$ cat src/rtl/audio_pwm_dac.sv
// audio_pwm_dac: 256-clock fixed-rate PWM speaker driver. One sample is latched
// per period, shifted by volume, optionally muted, and slew-limited into the duty.
module audio_pwm_dac #(
  parameter int unsigned SLEW = 32
) (
  input  logic       clk,
  input  logic       rst,
  input  logic [7:0] sample_i,
  input  logic [1:0] volume_i,
  input  logic       mute_i,
  output logic       pwm_o,
  output logic       period_start_o,
  output logic [7:0] duty_o
);

  localparam logic [8:0] SLEW_W = 9'(SLEW);
  localparam logic [7:0] SLEW_B = 8'(SLEW);

  logic [7:0]        r_cnt;
  logic [7:0]        r_duty;
  logic              r_ps;
  logic [7:0]        w_scaled;
  logic [7:0]        w_target;
  logic [7:0]        w_next_duty;
  logic signed [8:0] w_diff;
  logic [8:0]        w_abs;
  logic              w_update;

  assign w_update = (r_cnt == 8'd255);

  // Volume shift, then mute forces the target to silence.
  always_comb begin
    w_scaled = 8'd0;
    w_target = 8'd0;
    case (volume_i)
      2'd3:    w_scaled = sample_i;
      2'd2:    w_scaled = {1'b0, sample_i[7:1]};
      2'd1:    w_scaled = {2'b00, sample_i[7:2]};
      default: w_scaled = 8'd0;
    endcase
    if (mute_i) begin
      w_target = 8'd0;
    end else begin
      w_target = w_scaled;
    end
  end

  // One bounded step toward the target; the step never crosses it, so no wrap.
  always_comb begin
    w_diff      = $signed({1'b0, w_target}) - $signed({1'b0, r_duty});
    w_abs       = 9'd0;
    w_next_duty = r_duty;
    if (w_diff[8]) begin
      w_abs = $unsigned(-w_diff);
    end else begin
      w_abs = $unsigned(w_diff);
    end
    if (w_abs <= SLEW_W) begin
      w_next_duty = w_target;
    end else if (!w_diff[8]) begin
      w_next_duty = r_duty + SLEW_B;
    end else begin
      w_next_duty = r_duty - SLEW_B;
    end
  end

  // Free-running period counter, period-start strobe and duty register.
  always_ff @(posedge clk) begin
    if (rst) begin
      r_cnt  <= 8'd0;
      r_duty <= 8'd0;
      r_ps   <= 1'b0;
    end else begin
      r_cnt <= r_cnt + 8'd1;
      r_ps  <= w_update;
      if (w_update) begin
        r_duty <= w_next_duty;
      end else begin
        r_duty <= r_duty;
      end
    end
  end

  assign pwm_o          = (r_cnt < r_duty);
  assign period_start_o = r_ps;
  assign duty_o         = r_duty;

endmodule
$ cat config.mk
export PLATFORM = sky130hd
export DESIGN_NAME = audio_pwm_dac
export DESIGN_NICKNAME = d
export VERILOG_FILES = /design/src/rtl/audio_pwm_dac.sv
export SDC_FILE = /design/constraint.sdc
export NUM_CORES = 1
export LEC_CHECK = 0
export BUFFER_PORTS_ARGS = -buffer_cell sky130_fd_sc_hd__buf_4
export CORE_ASPECT_RATIO = 0.8
export CORE_MARGIN = 1
export CORE_UTILIZATION = 45
export DETAILED_ROUTE_END_ITERATION = 8
export HOLD_SLACK_MARGIN = 0.05
export PLACE_DENSITY_LB_ADDON = 0.25
export SYNTH_ARGS = -nofsm -noshare
export SYNTH_HDL_FRONTEND = slang
export SYNTH_SLANG_ARGS = --single-unit
$ cat constraint.sdc
create_clock -name clk -period 4.8 [get_ports clk]
set_input_delay 0.48 -clock clk [delete_from_list [all_inputs] [get_ports clk]]
set_output_delay 0.48 -clock clk [all_outputs]
set_load 0.02 [all_outputs]
==> results.sh <==
export IMPL_grt_first_pass_wirelength_um=5590
export IMPL_finalCriticalPeriod_ps=3910
export IMPL_synth_cell_type_count=44
export IMPL_h_tree_depth=1
export IMPL_grt_ovfl_total=0
export IMPL_required_ps=4990
export IMPL_p_leak_uw=0.000708
export IMPL_drc=0
export IMPL_p_int_uw=260
export IMPL_die_w_um=67.5
export IMPL_layout_drive_gt1_share=0.185
export IMPL_setup_tns_ps=0
export IMPL_max_cap_viol_count=0
export IMPL_post_cts_buffers=0
export IMPL_drtAntennaViolNets=0
export IMPL_post_dp_hpwl_um=2780
export IMPL_relSlewSlack=0.601
export IMPL_yosysSeqAreaShare=0.220
export IMPL_cts_resized=0
export IMPL_cts_root_buf="clkbuf_8"
export IMPL_cts_buffers=3
export IMPL_setup_violations=0
export IMPL_path_max_fanout=14
export IMPL_p_comb_frac=0.349
export IMPL_cts_buffer_depth=2
export IMPL_tightest_slew_ps=595
export IMPL_fin_skew_ps=2.77
export IMPL_vias=1382
export IMPL_dp_cells=241
export IMPL_wl_per_cell_um=13.5
export IMPL_cpMaxStageDelayCell="a211oi_4"
export IMPL_syn_inst=183
export IMPL_syn_area_per_cell_um2=8.45
export IMPL_status="complete, no violations"
export IMPL_r2r_start="duty_o[0]"
export IMPL_cts_hold_buffers=0
export IMPL_min_path_type="reg2reg"
export IMPL_p_seq_frac=0.376
export IMPL_path_class="in2reg"
export IMPL_ys_warn_count=0
export IMPL_p_sw_uw=127
export IMPL_async_reset_ff_frac=0
export IMPL_drv_slew=0
export IMPL_numPortBuffers=22
export IMPL_grt_pass1_vias=1295
export IMPL_cts_tree="yes"
export IMPL_vias_per_cell=5.64
export IMPL_syn_nets=216
export IMPL_dieHeight_um=54.4
export IMPL_antenna_found_initial=0
export IMPL_clock_sinks=17
export IMPL_p_clk_frac=0.274
export IMPL_finalNonFillerCells=245
export IMPL_pre_cts_ws_ps=643
export IMPL_ir_worst_vdd_v=0.000222
export IMPL_layout_nets=239
export IMPL_post_route_cell_area_mm2=0.00179
export IMPL_coreArea_mm2=0.00318
export IMPL_yosys_register_bits=17
export IMPL_worst_setup_path_end_kind="flip-flop"
export IMPL_synthesis_area_mm2=0.00155
export IMPL_start_kind="primary input"
export IMPL_startpoint="volume_i[0]"
export IMPL_start_util=0.487
export IMPL_antenna_cells=0
export IMPL_drtIter0Drc=63
export IMPL_worstPathArrival_ps=4100
export IMPL_clkTransAtPathRegs_ps=70
export IMPL_fin_crit_sh=0.815
export IMPL_grt_use_total=0.207
export IMPL_ys_flop_type="dfxtp_1"
export IMPL_grt_max_degree=18
export IMPL_dpl_instance_area_mm2=0.00175
export IMPL_dr_pass1_iters=4
export IMPL_routed_wirelength_um=3320
export IMPL_switching_share=0.328
export IMPL_hp_start="r_cnt[0]"
export IMPL_insertion_delay_ps=250
export IMPL_syn_to_final_growth_pct=15.9
export IMPL_hold_viol=0
export IMPL_place_gp_congestion=0.800
export IMPL_fp_dieArea_mm2=0.00368
export IMPL_fin_ws_ps=890
export IMPL_fmax_ghz=0.256
export IMPL_num_rows=18
export IMPL_powerDensity_mw_per_mm2=216
export IMPL_num_io_pins=23
export IMPL_slowest_delay_ps=490
export IMPL_synth_edff_count=0
export IMPL_rsz0062_at_grt="no"
export IMPL_worstPathCellList="buf_4 > mux2_2 > nand2_1 > o21ai_0 > nand2b_1 > ha_1 > inv_1 > fa_1 > a211oi_2 > nor2_1 > xor2_1 > or2_1 > nor4_2 > o221ai_2 > a211oi_4 > mux2i_1 > nor2b_1"
power by group through the flow:
| stage | sequential, µW | combinational, µW | clock, µW |
|---|---|---|---|
| 2_1_floorplan | 148 | 104 | 0 |
| 3_3_place_gp | 148 | 128 | 0 |
| 3_5_place_dp | 149 | 135 | 0 |
| 4_1_cts | 146 | 135 | 109 |
| 5_1_grt | 146 | 150 | 119 |
| 6_report | 146 | 135 | 106 |
critical path, delay by kind of cell:
| family | cells | cell delay (ps) |
|---|---|---|
| buf+inv | 2 | 240 |
| xor+xnor | 1 | 170 |
| mux | 2 | 620 |
| fa+ha+maj | 2 | 590 |
| compound gates | 4 | 1010 |
| simple gates | 6 | 990 |
cell usage in the layout (no fill, tap or decap), types with 2 or more instances in the layout:
| cell type | count |
|---|---|
| buf_4 | 22 |
| nor2_1 | 18 |
| ha_1 | 18 |
| dfxtp_1 | 17 |
| inv_1 | 13 |
| mux2i_1 | 12 |
| nand2_1 | 12 |
| a21oi_1 | 12 |
| nand3_1 | 7 |
| xnor2_1 | 6 |
| nand2b_1 | 5 |
| o21ai_0 | 5 |
| a211oi_1 | 5 |
| a21o_1 | 5 |
| nor2b_1 | 4 |
| or3_1 | 4 |
| xor2_1 | 3 |
| clkbuf_8 | 3 |
| a211oi_2 | 2 |
| a21oi_2 | 2 |
| or2_1 | 2 |
| nor3_1 | 2 |
| nand4_1 | 2 |
| a31oi_1 | 2 |
| fa_1 | 2 |
flip-flops by register name, indices dropped and copies added, names as in the netlist:
name and cells:
duty_o 8, period_start_o 1, r_cnt 8
synth_stat cells, types with 2 or more instances:
cell | n | area (µm²)
or3_1 | 4 | 25.0
a21oi_2 | 2 | 17.5
a21oi_1 | 12 | 60.1
nand3_1 | 7 | 35.0
xnor2_1 | 6 | 52.6
o21ai_0 | 5 | 25.0
mux2i_1 | 12 | 120
nor2b_1 | 4 | 25.0
dfxtp_1 | 17 | 340
ha_1 | 18 | 225
a21o_1 | 5 | 37.5
nand2b_1 | 5 | 31.3
xor2_1 | 3 | 26.3
a211oi_2 | 2 | 25.0
nor2_1 | 18 | 67.6
clkbuf_1 | 2 | 7.51
nor3_1 | 2 | 10.0
inv_1 | 13 | 48.8
buf_1 | 2 | 7.51
nand2_1 | 12 | 45.0
fa_1 | 2 | 40.0
a211oi_1 | 5 | 37.5
or2_1 | 2 | 12.5
a31oi_1 | 2 | 12.5
nand4_1 | 2 | 12.5
cells by family (layout without fill, tap and decap cells):
family | Yosys count | in the layout | synth area share
muxes | 14 | 14 | 0.0939
AOI/OAI and AO/OA | 45 | 45 | 0.217
DFF | 17 | 17 | 0.220
xor gates and xnor gates | 10 | 10 | 0.0615
adders and majority gates | 20 | 20 | 0.172
and+or+nand+nor | 60 | 60 | 0.195
buffers and inverters | 17 | 39 | 0.0413
per-stage QoR:
| step | power [µW] | hold WS, ps | utilization |
|---|---|---|---|
| floorplan | 252 | 425 | - |
| global placement | 277 | 444 | 0.550 |
| detailed placement | 283 | 459 | 0.550 |
| CTS | 390 | 474 | 0.565 |
| global route | 414 | 505 | 0.565 |
| finish | 387 | 469 | 0.565 |
worst paths after layout:
check	cells after the start	slack, ps	endpoint
setup reg to reg	12	1440	duty_o[0]
hold reg to reg	1	470	r_cnt[0]
setup / recovery	17	890	duty_o[0]
hold / removal	1	470	r_cnt[0]
metal layers:
metal,global-route usage,vias to the layer above,part of all wire
met4,0.0532,0,0.018
met3,0.0583,8,0.044
li1,-,701,-
met5,0,-,0
met2,0.373,38,0.48
met1,0.240,635,0.46
layout make-up:
| class | instances | area, µm² |
|---|---|---|
| fill | 311 | 1380 |
| multi-input combinational | 149 | 1140 |
| sequential | 17 | 340 |
| timing repair buffer | 22 | 165 |
| tap | 40 | 50.0 |
| inverter | 13 | 48.8 |
| clock buffer | 3 | 41.3 |
| clock inverter | 1 | 5.00 |
No activity file was read; power rests on OpenSTA's default activity.
